**src/rtl/routing_table_prog.sv**
```systemverilog
// Programmable per-node routing table for a MESH_X x MESH_Y NoC router.
// Optional write-lock is enabled by defining ROUTE_TABLE_LOCK_EN.
module routing_table_prog #(
  parameter int NODE_ID    = 0,
  parameter int MESH_X     = 4,
  parameter int MESH_Y     = 4,
  parameter int ADDR_SZ    = 4,
  parameter int BITS_DIR   = 3,
  parameter int ROUTE_MODE = 0
) (
  input  logic                clk,
  input  logic                reset,
  output logic                init_done,
  input  logic                lookup_req,
  input  logic [ADDR_SZ-1:0]  lookup_addr,
  output logic                lookup_valid,
  output logic [BITS_DIR-1:0] lookup_dir,
  output logic                lookup_err,
`ifdef ROUTE_TABLE_LOCK_EN
  input  logic                cfg_lock,
`endif
  input  logic                cfg_we,
  input  logic [ADDR_SZ-1:0]  cfg_addr,
  input  logic [BITS_DIR-1:0] cfg_data,
  output logic                cfg_err
);

  localparam int NUM_NODES = MESH_X * MESH_Y;
  localparam int IDX_W     = (NUM_NODES > 1) ? $clog2(NUM_NODES) : 1;
  localparam int MY_X      = NODE_ID % MESH_X;
  localparam int MY_Y      = NODE_ID / MESH_X;

  localparam logic [BITS_DIR-1:0] DIR_N     = BITS_DIR'(0);
  localparam logic [BITS_DIR-1:0] DIR_E     = BITS_DIR'(1);
  localparam logic [BITS_DIR-1:0] DIR_S     = BITS_DIR'(2);
  localparam logic [BITS_DIR-1:0] DIR_W     = BITS_DIR'(3);
  localparam logic [BITS_DIR-1:0] DIR_LOCAL = BITS_DIR'(4);

  typedef enum logic {S_INIT, S_RUN} state_t;

  state_t             state_q, state_d;
  logic [IDX_W-1:0]   cnt_q, cnt_d;
  logic [BITS_DIR-1:0] table_q [NUM_NODES];

  logic                lookup_valid_q, lookup_valid_d;
  logic                lookup_err_q, lookup_err_d;
  logic [BITS_DIR-1:0] lookup_dir_q, lookup_dir_d;
  logic                cfg_err_q, cfg_err_d;

  logic run;
  logic lookup_in_range;
  logic cfg_addr_ok;
  logic cfg_data_ok;
  logic cfg_locked;
  logic wr_en;

  function automatic logic [BITS_DIR-1:0] default_dir(input int d);
    int dx;
    int dy;
    logic [BITS_DIR-1:0] x_dir;
    logic [BITS_DIR-1:0] y_dir;
    dx = d % MESH_X;
    dy = d / MESH_X;
    x_dir = (dx > MY_X) ? DIR_E : (dx < MY_X) ? DIR_W : DIR_LOCAL;
    y_dir = (dy > MY_Y) ? DIR_S : (dy < MY_Y) ? DIR_N : DIR_LOCAL;
    if (ROUTE_MODE == 0) default_dir = (x_dir != DIR_LOCAL) ? x_dir : y_dir;
    else                 default_dir = (y_dir != DIR_LOCAL) ? y_dir : x_dir;
  endfunction

  assign run             = (state_q == S_RUN);
  assign init_done       = run;
  assign lookup_in_range = (32'(lookup_addr) < NUM_NODES);
  assign cfg_addr_ok     = (32'(cfg_addr) < NUM_NODES);
  assign cfg_data_ok     = (32'(cfg_data) <= 4);

`ifdef ROUTE_TABLE_LOCK_EN
  // Sticky: once set in RUN, only reset clears it. The setting cycle's write still lands.
  logic lock_q;
  always_ff @(posedge clk or posedge reset) begin
    if (reset) lock_q <= 1'b0;
    else       lock_q <= lock_q | (run & cfg_lock);
  end
  assign cfg_locked = lock_q;
`else
  assign cfg_locked = 1'b0;
`endif

  assign wr_en = cfg_we & run & cfg_addr_ok & cfg_data_ok & ~cfg_locked;

  always_ff @(posedge clk or posedge reset) begin
    if (reset) begin
      state_q <= S_INIT;
      cnt_q   <= '0;
    end else begin
      state_q <= state_d;
      cnt_q   <= cnt_d;
    end
  end

  always_comb begin
    state_d = state_q;
    cnt_d   = cnt_q;
    if (state_q == S_INIT) begin
      cnt_d = cnt_q + IDX_W'(1);
      if (32'(cnt_q) == NUM_NODES - 1) state_d = S_RUN;
    end
  end

  // Init fill and runtime writes share one port; they never overlap because
  // runtime writes are only accepted in RUN.
  always_ff @(posedge clk) begin
    if (state_q == S_INIT)
      table_q[cnt_q] <= default_dir(32'(cnt_q));
    else if (wr_en)
      table_q[cfg_addr[IDX_W-1:0]] <= cfg_data;
  end

  // Lookup handshake: lookup_req is accepted on any RUN edge (no back-pressure);
  // lookup_valid is high for exactly the cycle after each accepted request, and
  // lookup_dir/lookup_err are only meaningful while it is high. The read uses the
  // pre-edge table, so a same-cycle write is not visible to it.
  always_comb begin
    lookup_valid_d = run & lookup_req;
    lookup_err_d   = run & lookup_req & ~lookup_in_range;
    lookup_dir_d   = '0;
    if (run && lookup_req && lookup_in_range)
      lookup_dir_d = table_q[lookup_addr[IDX_W-1:0]];
    cfg_err_d = cfg_we & (~run | ~cfg_addr_ok | ~cfg_data_ok | cfg_locked);
  end

  always_ff @(posedge clk or posedge reset) begin
    if (reset) begin
      lookup_valid_q <= 1'b0;
      lookup_err_q   <= 1'b0;
      lookup_dir_q   <= '0;
      cfg_err_q      <= 1'b0;
    end else begin
      lookup_valid_q <= lookup_valid_d;
      lookup_err_q   <= lookup_err_d;
      lookup_dir_q   <= lookup_dir_d;
      cfg_err_q      <= cfg_err_d;
    end
  end

  assign lookup_valid = lookup_valid_q;
  assign lookup_err   = lookup_err_q;
  assign lookup_dir   = lookup_dir_q;
  assign cfg_err      = cfg_err_q;

endmodule

```
**config.mk**
```make
export PLATFORM = sky130hd
export DESIGN_NAME = routing_table_prog
export DESIGN_NICKNAME = d
export VERILOG_FILES = /design/src/rtl/routing_table_prog.sv
export SDC_FILE = /design/constraint.sdc
export NUM_CORES = 1
export LEC_CHECK = 0
export CAP_MARGIN = 15
export CORE_MARGIN = 2
export CORE_UTILIZATION = 25
export DETAILED_ROUTE_END_ITERATION = 12
export GPL_TIMING_DRIVEN = 0
export PLACE_DENSITY = 0.43
export SLEW_MARGIN = 20
export SYNTH_ARGS = -nofsm -noshare
export SYNTH_HDL_FRONTEND = slang
export SYNTH_SLANG_ARGS = --single-unit
```
**constraint.sdc**
```tcl
create_clock -name clk -period 4.87 [get_ports clk]
set_clock_uncertainty 0.05 [all_clocks]
set_input_delay 0.7305 -clock clk [delete_from_list [all_inputs] [get_ports clk]]
set_output_delay 0.7305 -clock clk [all_outputs]
set_load 0.03 [all_outputs]
```
==> impl.org <==
** Synthesis
- The number of nets in the synthesized netlist is 185.
- Portion of the post-synthesis area used by sequential elements :: 0.6611
- Syn Inst Count :: 168
- Synth Warn # :: 0
- Cell taking the most area after synthesis :: sky130_fd_sc_hd__edfxtp_1
- Among all flip-flop cells after synthesis, the most frequent one is sky130_fd_sc_hd__edfxtp_1.
- Flip-flop and latch count after synthesis :: 58
- After synthesis the cells add up to 2559 sq um.
- In the post-synthesis netlist, the biggest area contributors are sky130_fd_sc_hd__edfxtp_1, sky130_fd_sc_hd__dfrtp_1, sky130_fd_sc_hd__mux4_1.
- Most common cell in the synthesized netlist :: sky130_fd_sc_hd__edfxtp_1
- Counting flops with an async set or reset pin after synthesis yields a share of 0.1724.
- Cell types with the highest counts after synthesis :: sky130_fd_sc_hd__edfxtp_1, sky130_fd_sc_hd__nor2_1, sky130_fd_sc_hd__dfrtp_1
- Number of different library cells in the post-synthesis netlist :: 40
- Averaged over all synthesized cells, the footprint is 15.23 sq um.
- Post-synth EDFFs :: 48
- The share of synthesized area in the top cell type comes to 0.5633.

** Place
- HPWL after DPL :: 3885 um
- Worst setup slack after placement :: 2.044 ns
- After detailed placement, the design holds a cell count of 319.
- Port Buffer Count :: 17
- At the end of routability-driven placement, the weighted congestion stood at 0.7835.

** Floorplanning
- I/O pin count :: 22
- The core region is 9864 sq um.
- The die covers 11060 sq um.
- After floorplanning, the core was divided into 36 placement rows.
- For this configuration, the core starts out at a cell density of 0.2594.
- Die boundary width :: 105.2 um
- Die Y-Extent :: 105.2 um

** Setup path
- Largest stage delay on the critical path :: 0.44 ns
- Critical path data required time :: 4.82 ns
- For this design, the slowest cell found on the critical path is sky130_fd_sc_hd__clkdlybuf4s50_1.
- Worst Setup Path Type :: in2reg
- Worst reg-to-reg setup slack :: 3.01 ns
- In this run the critical register-to-register path is launched from init_done$_DFF_PP0_.
- Kind of capture point of the worst setup path :: register
- Number of cells on the worst reg-to-reg path :: 4
- WP data arrival :: 2.43 ns
- In this run the critical register-to-register path is captured at table_q[15][1]$_DFFE_PP_.
- Cell-by-cell trace of the critical path :: clkdlybuf4s50_1, o21ai_2, and3_1, buf_2, a31oi_1, nor2_1
- Critical Path Start Type :: primary input
- Worst Path Max Fanout :: 9

** Hold path
- Source of the worst hold timing path :: cnt_q[0]$_DFFE_PP0N_
- Counting instances, the worst hold path has a depth of 1.
- Min-delay worst type :: reg2reg
- The worst hold path terminates at cnt_q[0]$_DFFE_PP0N_.

** CTS
- In this run the deepest clock path goes through 2 buffers.
- Clock transition time at the flip-flop clock pins of the worst setup and hold paths :: 0.07 ns
- In this run the number of H-tree levels came out at 3.
- Clock tree from TritonCTS :: yes
- The tree is rooted in a sky130_fd_sc_hd__clkbuf_8.
- Clock insertion delay at the later pin of the skew report :: 0.33 ns
- Number of buffers created by CTS :: 9
- CTS resizes :: 0
- Count of clock tree sinks :: 58
- Setup Fix Bufs, Post-CTS :: 0
- Hold repair after CTS inserted 0 buffers.

** Power
- In this run the static leakage power is 1.084 nW.
- P per Cell Area :: 366.0 nW/um^2
- The worst-case IR drop observed on VDD is 142.4 uV.

** Outcome
- Run status :: complete, no violations

** STA
- Setup violations remaining at the end of the flow were counted as 0.
- In the finished design, the share of the clock period the worst path needs comes to 0.5088.
- The total count of max-transition violations in the final report was 0.
- Based on the critical path, the design can be clocked at up to 403.5 MHz.
- Minimum period implied by the final worst setup slack :: 2.478 ns
- The worst path meets setup with 2.392 ns of slack.
- Final worst hold slack :: 0.5455 ns
- Headroom to the max-slew limit :: 0.5412
- Setup repair after global routing left no endpoint under its margin.
- Tightest Pin Transition :: 0.6882 ns
- For the final routed database, the setup TNS stands at 0 ns.
- The count of final hold-check violations was 0.

** Final layout
- The area growth from synthesis to layout is 22.79%.
- Count of nets after finishing :: 214
- Diodes inserted :: 0
- Fin cells :: 335
- In the final layout, the share of cells above drive strength 1 is 0.1584.
- Final-layout fill cell count :: 973

** Global route
- Global-route congestion overflow total :: 0
- The layer flagged by global routing as most heavily used is met2.
- For met3 alone, demand over resource in global routing was 0.02558.
- First-pass GRT wire length :: 8673 um
- Met1 usage in global routing :: 0.1365
- Number of antenna violations at the first check in global routing :: 0
- The number of global-route vias before repair was 1528.
- For this run, global-route usage on met2 was measured as 0.1730.
- Entering global routing, the biggest net connects 17 pins.
- GRT Util Overall :: 0.1090

** Routing
- Summed over all layers, the routed wires come to 5394 um.
- After detailed routing, the number of remaining DRC violations is 0.
- The pre-antenna-repair detailed-routing pass consisted of 4 iterations.
- Average via count per standard cell :: 4.343
- Dividing the detail-routed wire length by the instance count gives 16.10 um.
- Once detail routing completed, the nets flagged for antenna violations numbered 0.
- Iteration-0 DRC Markers :: 66
- The routed layout has 1455 vias.

** Run
- Max-cap violations in this run came to 0.
[kinds of logic after synthesis]
group,count (synthesis),synth area share
and+or+nand+nor,45,0.08313
muxes,18,0.1188
DFF,58,0.6611
AOI/OAI and AO/OA,25,0.07824
other,1,0.001466
buffers and inverters,16,0.03716
adders and majority gates,2,0.009778
xor gates and xnor gates,3,0.01027
[report_power, final]
group / switching (mW) / internal (mW) / total [mW]
Combinational: 0.0495 / 0.0365 / 0.0860
Sequential: 0.00137 / 0.546 / 0.547
Clock: 0.182 / 0.334 / 0.517
[flip-flops by register name (all words and copies together) (netlist names)]
signal	count
cfg_err	1
cnt_q	4
init_done	1
lookup_dir	3
lookup_valid	1
table_q	48
[layer usage]
| layer | vias to the layer above | part of all wire |
|---|---|---|
| met5 | - | 0 |
| met4 | 0 | 0.019 |
| met3 | 9 | 0.032 |
| met2 | 32 | 0.50 |
| met1 | 709 | 0.45 |
| li1 | 705 | - |
[layout make-up]
type	instances	area, sq um	share of cell area
flip-flops and latches	58	1692	0.5384
multi-input cells	94	779.5	0.2481
repair buffers	18	177.7	0.05655
well taps	133	166.4	0.05297
clock buffers	9	123.9	0.03943
clock inverters	7	107.6	0.03425
plain buffers	9	68.82	0.02190
inverters	7	26.28	0.008363
[worst max-delay path by stage]
stage                     slack, ns                  endpoint  cells past startpoint         from
after floorplan                2.64   table_q[0][2]$_DFFE_PP_                      3  cfg_data[0]
after global placement         1.19  table_q[14][1]$_DFFE_PP_                      5  cfg_data[1]
after detailed placement       2.04  table_q[15][1]$_DFFE_PP_                      6  cfg_data[0]
after CTS                      2.39  table_q[15][0]$_DFFE_PP_                      6  cfg_data[0]
after global routing           2.22  table_q[15][1]$_DFFE_PP_                      6  cfg_data[0]
final                          2.39  table_q[15][1]$_DFFE_PP_                      6  cfg_data[0]
[placed cells by master, fill, tap and decap left out, types with 5 or more instances in the layout]
cell                              count
sky130_fd_sc_hd__mux4_1               6
sky130_fd_sc_hd__nand3_1              9
sky130_fd_sc_hd__nor2_1              22
sky130_fd_sc_hd__mux2i_1              9
sky130_fd_sc_hd__clkbuf_8             9
sky130_fd_sc_hd__a22oi_1              6
sky130_fd_sc_hd__clkdlybuf4s50_1     17
sky130_fd_sc_hd__inv_1                7
sky130_fd_sc_hd__dfrtp_1             10
sky130_fd_sc_hd__edfxtp_1            48
sky130_fd_sc_hd__nor2b_1              5
[critical path, delay by kind of cell]
family	cells	cell delay [ns]
simple gates	2	0.54
buf+inv	2	0.64
compound gates	2	0.51
[metrics by stage]
step | cell area, sq um | power (mW) | utilization
3_5_place_dp | 2910 | 0.6456 | 0.2950
3_3_place_gp | 2895 | 0.6444 | 0.2935
5_1_grt | 3142 | 1.191 | 0.3185
4_1_cts | 3142 | 1.162 | 0.3185
6_report | 3142 | 1.150 | 0.3185
2_1_floorplan | 2559 | 0.6091 | -
(Power assumes the default switching activity.)
